### src/rtl/dds2note_pkg.sv
// dds2note_pkg
// Shared constants and types for the DDS phase-increment to MIDI note
// converter and for any forward (note -> increment) converter reusing the
// same increment table.
//   TBL          : top-octave (octave 10) phase increments for the 12 semitones
//   TOP_OCT      : highest octave index; an octave's shift is TOP_OCT - oct
//   TOP_K_LIMIT  : highest semitone present in octave 10 (note 127 = 10*12+7)
//   LAST_K       : highest semitone index in any full octave
//   state_e      : converter FSM encoding
package dds2note_pkg;

  localparam int NUM_SEMI = 12;

  localparam logic [31:0] TBL [NUM_SEMI] = '{
    32'd359575, 32'd380957, 32'd403610, 32'd427610,
    32'd453037, 32'd479976, 32'd508516, 32'd538754,
    32'd570790, 32'd604731, 32'd640691, 32'd678788
  };

  localparam logic [3:0] TOP_OCT     = 4'd10;
  localparam logic [3:0] TOP_K_LIMIT = 4'd7;
  localparam logic [3:0] LAST_K      = 4'd11;

  typedef enum logic [1:0] {
    IDLE = 2'd0,
    OCT  = 2'd1,
    SEMI = 2'd2,
    DONE = 2'd3
  } state_e;

endpackage

### src/rtl/dds2note_inc_rom.sv
// dds_inc_rom
// Combinational increment lookup: returns TBL[k] >> shift, i.e. the phase
// increment of semitone k in octave (TOP_OCT - shift). Shared with the
// forward converter so both directions use one table.
//   k_i     : semitone index 0..11 (12..15 are never addressed; they yield 0)
//   shift_i : right shift 0..10
//   inc_o   : 32-bit unsigned increment
module dds_inc_rom
  import dds2note_pkg::*;
(
  input  logic [3:0]  k_i,
  input  logic [3:0]  shift_i,
  output logic [31:0] inc_o
);

  logic [31:0] base;

  // Out-of-table indices return zero so the lookup stays fully defined.
  always_comb begin
    base = '0;
    if (k_i < 4'd12) begin
      base = TBL[k_i];
    end
    inc_o = base >> shift_i;
  end

endmodule

### src/rtl/dds2note.sv
// dds2note
// Classifies a DDS phase increment into the highest MIDI note whose
// increment does not exceed it. A coarse search walks the octaves downward
// from 10 comparing against the octave's C increment, then a fine search
// walks the semitones downward inside the hit octave. One compare per cycle.
//   CLK      : clock, all state on rising edge
//   RST_N    : asynchronous active-low reset
//   ADDER_IN : phase increment, latched on an accepted START
//   START    : request, only sampled while idle
//   BUSY     : high whenever a search is in progress or completing
//   VALID    : one-cycle result strobe
//   NOTE     : resolved note 0..127, held until the next VALID
//   UNDER    : input below the note-0 increment, held with NOTE
module dds2note
  import dds2note_pkg::*;
(
  input  logic        CLK,
  input  logic        RST_N,
  input  logic [31:0] ADDER_IN,
  input  logic        START,
  output logic        BUSY,
  output logic        VALID,
  output logic [6:0]  NOTE,
  output logic        UNDER
);

  state_e      state_q, state_d;
  logic [31:0] adder_q, adder_d;
  logic [3:0]  oct_q, oct_d;
  logic [3:0]  k_q, k_d;
  logic [6:0]  note_q, note_d;
  logic        under_q, under_d;

  logic [3:0]  romK;
  logic [3:0]  romShift;
  logic [31:0] romInc;
  logic        hit;
  logic [6:0]  noteCalc;

  // The octave search always compares against semitone 0 of the octave.
  assign romK     = (state_q == SEMI) ? k_q : 4'd0;
  assign romShift = TOP_OCT - oct_q;

  dds_inc_rom u_rom (
    .k_i     (romK),
    .shift_i (romShift),
    .inc_o   (romInc)
  );

  assign hit      = (adder_q >= romInc);
  assign noteCalc = 7'(oct_q) * 7'd12 + 7'(k_q);

  always_ff @(posedge CLK or negedge RST_N) begin
    if (!RST_N) begin
      state_q <= IDLE;
      adder_q <= '0;
      oct_q   <= '0;
      k_q     <= '0;
      note_q  <= '0;
      under_q <= 1'b0;
    end else begin
      state_q <= state_d;
      adder_q <= adder_d;
      oct_q   <= oct_d;
      k_q     <= k_d;
      note_q  <= note_d;
      under_q <= under_d;
    end
  end

  // Octave 10 only holds semitones 0..7, so the fine search starts lower
  // there. Semitone 0 always hits because the octave compare already did.
  always_comb begin
    state_d = state_q;
    adder_d = adder_q;
    oct_d   = oct_q;
    k_d     = k_q;
    note_d  = note_q;
    under_d = under_q;
    unique case (state_q)
      IDLE: begin
        if (START) begin
          adder_d = ADDER_IN;
          oct_d   = TOP_OCT;
          state_d = OCT;
        end
      end
      OCT: begin
        if (hit) begin
          k_d     = (oct_q == TOP_OCT) ? TOP_K_LIMIT : LAST_K;
          state_d = SEMI;
        end else if (oct_q != 4'd0) begin
          oct_d = oct_q - 4'd1;
        end else begin
          note_d  = '0;
          under_d = 1'b1;
          state_d = DONE;
        end
      end
      SEMI: begin
        if (hit || (k_q == 4'd0)) begin
          note_d  = noteCalc;
          under_d = 1'b0;
          state_d = DONE;
        end else begin
          k_d = k_q - 4'd1;
        end
      end
      DONE: begin
        state_d = IDLE;
      end
      default: begin
        state_d = IDLE;
      end
    endcase
  end

  assign BUSY  = (state_q != IDLE);
  assign VALID = (state_q == DONE);
  assign NOTE  = note_q;
  assign UNDER = under_q;

endmodule

### config.mk
export PLATFORM = sky130hd
export DESIGN_NAME = dds2note
export DESIGN_NICKNAME = d
export VERILOG_FILES = /design/src/rtl/dds2note_pkg.sv /design/src/rtl/dds2note_inc_rom.sv /design/src/rtl/dds2note.sv
export SDC_FILE = /design/constraint.sdc
export NUM_CORES = 1
export LEC_CHECK = 0
export BUFFER_PORTS_ARGS = -buffer_cell sky130_fd_sc_hd__buf_2
export CORE_UTILIZATION = 50
export DETAILED_ROUTE_END_ITERATION = 6
export HOLD_SLACK_MARGIN = 0.1
export MAX_ROUTING_LAYER = met4
export PLACE_DENSITY_LB_ADDON = 0.25
export REMOVE_ABC_BUFFERS = 1
export SLEW_MARGIN = 40
export SYNTH_ARGS = -nofsm -noshare
export SYNTH_HDL_FRONTEND = slang
export SYNTH_SLANG_ARGS = --single-unit
export TNS_END_PERCENT = 10
### constraint.sdc
create_clock -name CLK -period 6.1 [get_ports CLK]
set_clock_uncertainty 0.05 [all_clocks]
set_input_delay 0.61 -clock CLK [delete_from_list [all_inputs] [get_ports CLK]]
set_output_delay 0.61 -clock CLK [all_outputs]
set_load 0.05 [all_outputs]
# After elaboration in Yosys (flattened, before gate mapping)
# Memories as Yosys holds them, arrays and structs flattened.
# Index checks and enable logic that the tools add are counted.
# word_totals
reg_bits,50
mem_bits_ro,512
inputBits,35
mem_count,1
# mem_list
memory,depth,width,read_ports,rd_clocked_by_memory_dff,wr,line_no,rtl
(name not given),16,32,1,0,0,dds2note_inc_rom.sv:22,base = TBL[k_i];
# op_classes
addsub,4
n_mul,1
order_cmp,3
eq_ne,12
shifts,1
mux,25
n_bitwise,1
n_reduce_logical,12
# op_table
op,count
$mux W32,3
$ge A32 B32 Y1,1
$shr A32 B4 Y32,1
$mux W4,7
$mux W7,3
$pmux W4 S2,2
$pmux W7 S2,1
$ne A2 B2 Y1 const B,6
$mux W2,4
$pmux W2 S4,1
$reduce_and A4 Y1,2
$sub A4 B1 Y4 const B,2
$add A7 B4 Y7,1
$reduce_and A3 Y1,2
$reduce_bool A2 Y1,3
$ge A5 B5 Y1 const B,1
$mul A4 B2 Y5 const B,1
$not A4 Y5,1
$eq A2 B2 Y1 const B,2
$eq A4 B4 Y1 const B,1
$logic_not A4 Y1,1
$lt A4 B4 Y1 const B,1
$reduce_bool A4 Y1,1
$sub A4 B4 Y4 const A,1
8 further kinds,10

# Logic depth before layout (Yosys ltp)
# Gate-level depths: netlist of the first run.
# depth
depth_word,12
depth_mapped,23
ltp_nobuf,21

# Cells and area by module
# A second synthesis of the first run with hierarchy kept.
# hier_totals
hier_cells,583
area_unflattened_um2,4991.0
# modules_own_cells
module,n_inst,cells_per_inst,area_each_um2
dds2note,1,345,3450.8
dds_inc_rom,1,238,1540.2

# Worst setup path after synthesis of the first run
# Ideal clock, no wire load.
# synth_path
path_kind,reg2reg
from,register state_q[0]
to,"register note_q[0], in the netlist NOTE[0]"
setup_time_ns,0.125
arrival_ns,4.767
t_required_ns,5.925
path_slack_ns,1.158
path_stages_with_launch,21
n_path_buf,2
synth_period_minus_slack_ns,4.942
path_cell_list,dfrtp_1 inv_1 ha_1 buf_2 clkbuf_1 nand2_1 ha_1 and2_4 o21ai_2 nand3_1 mux2_2 mux4_2 o221a_1 ha_1 nand2b_1 a2111o_1 a31oi_1 a31o_2 nand3_4 a22oi_4 mux2_2
# synth_between
elab_chain_len,12
elab_cells_between_ends,18
cone_classes,order compare: 2; eq/ne: 5; shift: 1; mux: 5; bitwise: 1; reduce/logical: 3; memory: 1
# synth_lines
element,line_no,rtl
from (decl),dds2note.sv:27,"state_e state_q, state_d;"
from (signal assigned),dds2note.sv:62,state_q <= state_d;
$eq A2 B2 Y1,"dds2note.sv:41, dds2note.sv:80",
$mux W4,dds2note.sv:41,assign romK = (state_q == SEMI) ? k_q : 4'd0;
$not A4 Y5 (not written as such),dds2note_inc_rom.sv:22,
$mem_v2 Z16 W32,-,
$mux W32 (not written as such) (2 in a row),dds2note_inc_rom.sv:22,
$mux W32,dds2note_inc_rom.sv:21,if (k_i < 4'd12) begin
$shr A32 B4 Y32,dds2note_inc_rom.sv:24,inc_o = base >> shift_i;
$ge A32 B32 Y1,dds2note.sv:50,assign hit = (adder_q >= romInc);
$logic_or A1 B1 Y1,dds2note.sv:101,if (hit || (k_q == 4'd0)) begin
$ne A2 B1 Y1 (no line),-,
$reduce_and A4 Y1 (no line),-,
to (signal assigned),dds2note.sv:66,note_q <= note_d;
to (decl),dds2note.sv:31,"logic [6:0] note_q, note_d;"
# Several ways; a longest one is shown, not always the timed one. The select of a mux whose other input is x is not followed.
# A chain may end at the register's enable or synchronous reset.

# Worst setup path in the final report of the first run
# Ends and elaborated chain as after synthesis.

==> results of run 1 <==
[worst paths after layout]
| path | startpoint | end | slack [ns] | cells after the start |
|---|---|---|---|---|
| worst min-delay path | RST_N | adder_q[0] | 0.33 | 2 |
| worst max register to register | state_q[0] | NOTE[0] | 0.71 | 19 |
| min in group CLK | ADDER_IN[0] | adder_q[0] | 0.43 | 3 |
| worst max-delay path | state_q[0] | NOTE[0] | 0.71 | 19 |
| max in group asynchronous | RST_N | k_q[0] | 5.23 | 2 |
| worst min register to register | NOTE[5] | NOTE[5] | 0.45 | 1 |
[synthesized netlist by cell type (7+ instances only)]
cell / count / share of area
dfrtp_1: 50 / 0.29
ha_1: 45 / 0.13
mux2_2: 40 / 0.10
nand2_1: 40 / 0.035
a21oi_1: 32 / 0.037
nor2_1: 29 / 0.025
inv_1: 22 / 0.019
o21ai_0: 21 / 0.024
mux2i_1: 16 / 0.037
nor3_1: 15 / 0.017
o221ai_1: 10 / 0.020
a31oi_1: 9 / 0.013
clkbuf_1: 8 / 0.0069
nand2b_1: 7 / 0.010
nand3_1: 7 / 0.0081
xnor2_1: 7 / 0.014
[layout by cell type (no fill, tap or decap), types with 4 or more instances in the layout]
| cell | synthesis | final |
|---|---|---|
| and3_1 | 6 | 6 |
| nor2b_1 | 6 | 6 |
| mux2_2 | 40 | 40 |
| o211ai_1 | 5 | 5 |
| nor3_1 | 15 | 15 |
| xnor2_1 | 7 | 7 |
| o21ai_0 | 21 | 21 |
| mux2i_1 | 16 | 16 |
| dfrtp_1 | 50 | 50 |
| nand2b_1 | 7 | 7 |
| o221ai_1 | 10 | 10 |
| or2_2 | 4 | 4 |
| nand2_1 | 40 | 40 |
| clkbuf_8 | 0 | 5 |
| xor2_1 | 4 | 4 |
| nand4_1 | 5 | 5 |
| ha_1 | 45 | 45 |
| a21oi_1 | 32 | 32 |
| nand3_1 | 7 | 7 |
| buf_2 | 5 | 44 |
| buf_4 | 4 | 10 |
| nor2_1 | 29 | 29 |
| a31oi_1 | 9 | 9 |
| o2bb2ai_1 | 4 | 4 |
| inv_1 | 22 | 22 |
| a21o_1 | 6 | 6 |
[worst max-delay path, cell delays in order, from the launching register on]
cell,delay (ns)
dfrtp_1,0.43
inv_1,0.09
ha_1,0.19
inv_1,0.14
nor2_1,0.38
ha_1,0.39
and2_4,0.20
o21ai_2,0.12
nand3_1,0.14
mux2_2,0.33
mux4_2,0.49
o221a_1,0.26
ha_1,0.26
nand2b_1,0.14
a2111o_1,0.42
a31oi_1,0.21
a31o_2,0.28
nand3_4,0.10
a22oi_4,0.30
mux2_2,0.38
[metal layers]
metal  GRT usage  vias up  part of all wire
met5           -        -                 0
met1       0.331     1824              0.46
li1            -     1803                 -
met4      0.0467        0             0.013
met3      0.0271       17             0.056
met2       0.396      144              0.47
[cell families (layout without fill, tap and decap cells)]
| kind of cell | after synthesis | after routing | synth area share |
|---|---|---|---|
| buf+inv | 49 | 86 | 0.0507 |
| simple gates | 135 | 135 | 0.154 |
| flops | 50 | 50 | 0.288 |
| mux | 59 | 59 | 0.156 |
| xor+xnor | 11 | 11 | 0.0222 |
| compound gates | 121 | 121 | 0.190 |
| fa+ha+maj | 47 | 47 | 0.139 |
[through the flow]
| stage | worst slack (ns) | util |
|---|---|---|
| final | 0.710 | 0.571 |
| after CTS | 0.755 | 0.571 |
| after detailed placement | 0.775 | 0.559 |
| after floorplan | 0.615 | - |
| after global routing | 0.491 | 0.571 |
| after global placement | 0.973 | 0.559 |
[state kept, by name, indices dropped and copies added, names as in the netlist]
signal   flops
adder_q     32
state_q      2
NOTE         7
UNDER        1
k_q          4
oct_q        4
[layout make-up]
cell class	instances	area [um^2]
Clock buffer	5	68.8
Inverter	24	90.1
Tap cell	105	131
Sequential cell	50	1250
Clock inverter	3	28.8
Timing Repair Buffer	54	295
Fill cell	724	3560
Multi-Input combinational cell	373	2870
==> summary.md, run 1 <==
| Metric | Value |
|---|---|
| Initial Utilization | `0.523` |
| Crit. End Element | `flop` |
| Final Max Tran Viols | `0` |
| Syn Std Cell Area | `4340 um^2` |
| Root buf cell | `clkbuf_8` |
| Average size of a mapped cell | `9.20 um^2` |
| Rows | `33` |
| Residual DRC | `0` |
| Ys async rst share | `1.00` |
| TritonCTS clock tree | `yes` |
| Overall die height | `95.2 um` |
| Min Tclk post-route | `5.39 ns` |
| Clk pin slew, worst setup/hold paths | `0.12 ns` |
| Clock Path Buffers | `2` |
| DR pass1 iterations | `5` |
| Final RePlAce weighted congestion | `0.891` |
| Crit-path max FO | `7` |
| Layout Cells excl Fill | `614` |
| I/O Pins | `45` |
| Fmax | `186 MHz` |
| Slew HR | `0.468` |
| Clk Latency, worst-skew pair | `0.32 ns` |
| Setup Viol. Count Final | `0` |
| Ratio of cells with drive above 1 in the final layout | `0.232` |
| Detail Placement HPWL | `7660 um` |
| Total negative slack | `0 ns` |
| Hold Slack | `0.326 ns` |
| Final Hold Vio Count | `0` |
| Hold buffer count at CTS | `0` |
| RSZ-0062 raised after global routing | `no` |
| DRT antenna net count | `0` |
| Final WL | `10400 um` |
| Port buffer count | `44` |
| Crit path required time | `6.27 ns` |
| Critical Path AT | `5.56 ns` |
| Gr ovfl total | `0` |
| Number of buffers created by CTS | `5` |
| Die ar. | `9060 um^2` |
| Vias/cell | `6.17` |
| Dpl cells | `606` |
| Status | `completed` |
| Area grow syn2layout | `9.07%` |
| Least-Margin Pin Slew | `0.793 ns` |
| Critical path class | `reg2reg` |
| Post-DP Area | `4640 um^2` |
| Flops & latches, synth | `50` |
| Diode count | `0` |
| Startpoint types | `flop` |
| Initial DRC count | `385` |
| Number of enable flip-flop cells after synthesis | `0` |
| First-pass GRT wire length | `16900 um` |
| Initial antenna violation count | `0` |
| Distinct cells, synth | `66` |
| Total track usage | `0.244` |
| Largest net degree at the start of global routing | `51` |
| Max-cap check violation count | `0` |
| Via count | `3788` |
| Die W | `95.2 um` |
| Post-CTS Setup Bufs | `0` |
| CTS HTree Levels | `2` |
| Core Box Area | `8300 um^2` |
| Final non-filler cell area | `4740 um^2` |
| Num Clock Sinks | `50` |
| Nets | `590` |
| Mean routed wirelength per cell | `16.9 um` |
| Post-CTS sizing | `0` |
| Proportion of synthesized chip area in sequential cells | `0.288` |
| Gate Count Post-Synth | `472` |
| Vias in the first global route | `3546` |
| Syn. warnings | `0` |
| Most used flip-flop cell after synthesis | `dfrtp_1` |
| Worst Hold Class | `in2async` |
| Final period utilization | `0.884` |
Power of run 1 is left out: the tool's default activity adds up to more than one toggle a clock period on the data nets, which glitch-free logic cannot reach.
==> run 2: changes to the inputs <==
- PLACE_DENSITY_LB_ADDON: 0.25 -> 0.3
==> run 2 against run 1 <==
- wire length fell by 3.0%
- utilization shrank 0.060 points
- first-iteration DRC count decreased by 48%
- final cell count down 0.16%
- largest cell class unchanged
- highest routed layer unchanged
- fmax shrank 0.44%
- sequential cell count did not move
- via count shrank 2.3%
- critical path depth unchanged
- count of clock-buffer cells in the layout did not move
==> summary.md, run 2 (synthesis results as in run 1) <==
| Metric | Value |
|---|---|
| Status | `completed (unchanged)` |
| Register area | `1250 um^2 (unchanged)` |
| Num Clock Sinks | `50 (unchanged)` |
| DRT antenna net count | `0 (unchanged)` |
| Worst path cell trace | `inv_1, ha_1, buf_4, nand2_1, ha_1, and2_4, o21ai_2, nand3_1, mux2_2, mux4_2, o221a_1, ha_1, nand2b_1, a2111o_1, a31oi_1, a31o_2, nand3_4, a22oi_4, mux2_2 (was inv_1, ha_1, inv_1, nor2_1, ha_1, and2_4, o21ai_2, nand3_1, mux2_2, mux4_2, o221a_1, ha_1, nand2b_1, a2111o_1, a31oi_1, a31o_2, nand3_4, a22oi_4, mux2_2)` |
| Critical Path AT | `5.57 ns (was 5.56 ns)` |
| Final WL | `10100 um (was 10400 um)` |
| Clock Path Buffers | `2 (unchanged)` |
| Crit path required time | `6.25 ns (was 6.27 ns)` |
| Most Frequent Cell on Critical Path | `ha_1 (unchanged)` |
| Place WS | `0.754 ns (was 0.775 ns)` |
| Die W | `95.2 um (unchanged)` |
| Slew HR | `0.450 (was 0.468)` |
| Hold Slack | `0.251 ns (was 0.326 ns)` |
| Nets | `589 (was 590)` |
| Critical path class | `reg2reg (unchanged)` |
| Min Tclk post-route | `5.41 ns (was 5.39 ns)` |
| Clk Latency, worst-skew pair | `0.31 ns (was 0.32 ns)` |
| Post-layout util | `0.570 (was 0.571)` |
| Mean routed wirelength per cell | `16.4 um (was 16.9 um)` |
| Initial Utilization | `0.523 (unchanged)` |
| Startpoint types | `flop (unchanged)` |
| Crit. End Element | `flop (unchanged)` |
| Detail Placement HPWL | `7720 um (was 7660 um)` |
| Rows | `33 (unchanged)` |
| Setup Viol. Count Final | `0 (unchanged)` |
| Crit-path max FO | `34 (was 7)` |
| Core Box Area | `8300 um^2 (unchanged)` |
| First-pass GRT wire length | `17200 um (was 16900 um)` |
| RSZ-0062 raised after global routing | `no (unchanged)` |
| Footprint of the multi-input gates | `2870 um^2 (unchanged)` |
| Ratio of cells with drive above 1 in the final layout | `0.230 (was 0.232)` |
| Vias/cell | `6.04 (was 6.17)` |
| Diode count | `0 (unchanged)` |
| Layout fillers | `735 (was 724)` |
| TritonCTS clock tree | `yes (unchanged)` |
| Overall die height | `95.2 um (unchanged)` |
| Residual DRC | `0 (unchanged)` |
| Crit path max-delay family | `compound AO/OA/AOI/OAI gates (unchanged)` |
| Initial DRC count | `201 (was 385)` |
| Final Max Tran Viols | `0 (unchanged)` |
| Fmax | `185 MHz (was 186 MHz)` |
| Max reg flops | `32 (unchanged)` |
| Commonest non-fill, non-tap cell in the layout | `dfrtp_1 (unchanged)` |
| Vias in the first global route | `3613 (was 3546)` |
| Number of buffers created by CTS | `5 (unchanged)` |
| Area grow syn2layout | `8.96% (was 9.07%)` |
| Clk pin slew, worst setup/hold paths | `0.11 ns (was 0.12 ns)` |
| Largest net degree at the start of global routing | `51 (unchanged)` |
| Die ar. | `9060 um^2 (unchanged)` |
| Worst path slowest cell | `mux4_2 (unchanged)` |
| I/O Pins | `45 (unchanged)` |
| CTS HTree Levels | `2 (unchanged)` |
| Port buffer count | `44 (unchanged)` |
| Final Hold Vio Count | `0 (unchanged)` |
| Root buf cell | `clkbuf_8 (unchanged)` |
| Gr ovfl total | `0 (unchanged)` |
| Hold buffer count at CTS | `0 (unchanged)` |
| Max-cap check violation count | `0 (unchanged)` |
| Initial antenna violation count | `0 (unchanged)` |
| Biggest register | `adder_q (unchanged)` |
| DR pass1 iterations | `5 (unchanged)` |
| Final period utilization | `0.887 (was 0.884)` |
| Total negative slack | `0 ns (unchanged)` |
| Crit path largest cell delay | `0.49 ns (about the same)` |
| Least-Margin Pin Slew | `0.820 ns (was 0.793 ns)` |
| Worst Hold Class | `in2async (unchanged)` |
| Final RePlAce weighted congestion | `0.902 (was 0.891)` |
| Via count | `3701 (was 3788)` |
| CP bufs+invs | `2 (unchanged)` |
| Setup ws final | `0.687 ns (was 0.710 ns)` |
| Total track usage | `0.249 (was 0.244)` |
| Post-CTS Setup Bufs | `0 (unchanged)` |
| Most frequent cells in the layout | `50 x dfrtp_1, 45 x ha_1, 43 x buf_2 (was 50 x dfrtp_1, 45 x ha_1, 44 x buf_2)` |
| Post-CTS sizing | `0 (unchanged)` |
## run 2: cell type report
| class | count | area share |
|---|---|---|
| Timing Repair Buffer | 53 | 0.0613 |
| Tap cell | 105 | 0.0278 |
| Sequential cell | 50 | 0.264 |
| Multi-Input combinational cell | 373 | 0.607 |
| Clock buffer | 5 | 0.0145 |
| Clock inverter | 3 | 0.00608 |
| Inverter | 24 | 0.0190 |
## run 2: final timing paths
path	cells after the start	start	slack [ns]	to
hold / removal	1	RST_N	0.25	adder_q[23]
hold reg to reg	1	NOTE[4]	0.44	NOTE[4]
max in group asynchronous	1	RST_N	5.34	NOTE[6]
setup / recovery	19	state_q[0]	0.69	NOTE[0]
min in group CLK	1	NOTE[4]	0.44	NOTE[4]
setup reg to reg	19	state_q[0]	0.69	NOTE[0]
## run 2: routing by layer
metal | track usage | share of wire | wire, um | vias up
li1 | - | - | - | 1805
met1 | 0.324 | 0.46 | 4610 | 1779
met2 | 0.414 | 0.49 | 4900 | 104
met3 | 0.0319 | 0.045 | 457 | 13
met4 | 0.0530 | 0.010 | 102 | 0
met5 | - | 0 | 0 | -
## run 2: metrics by stage
step                area, um^2  std cells
finish                    4730        613
global route              4730        613
CTS                       4730        613
detailed placement        4640        605
global placement          4630        605
floorplan                 4210        447
Power of run 2 is left out for the same reason.
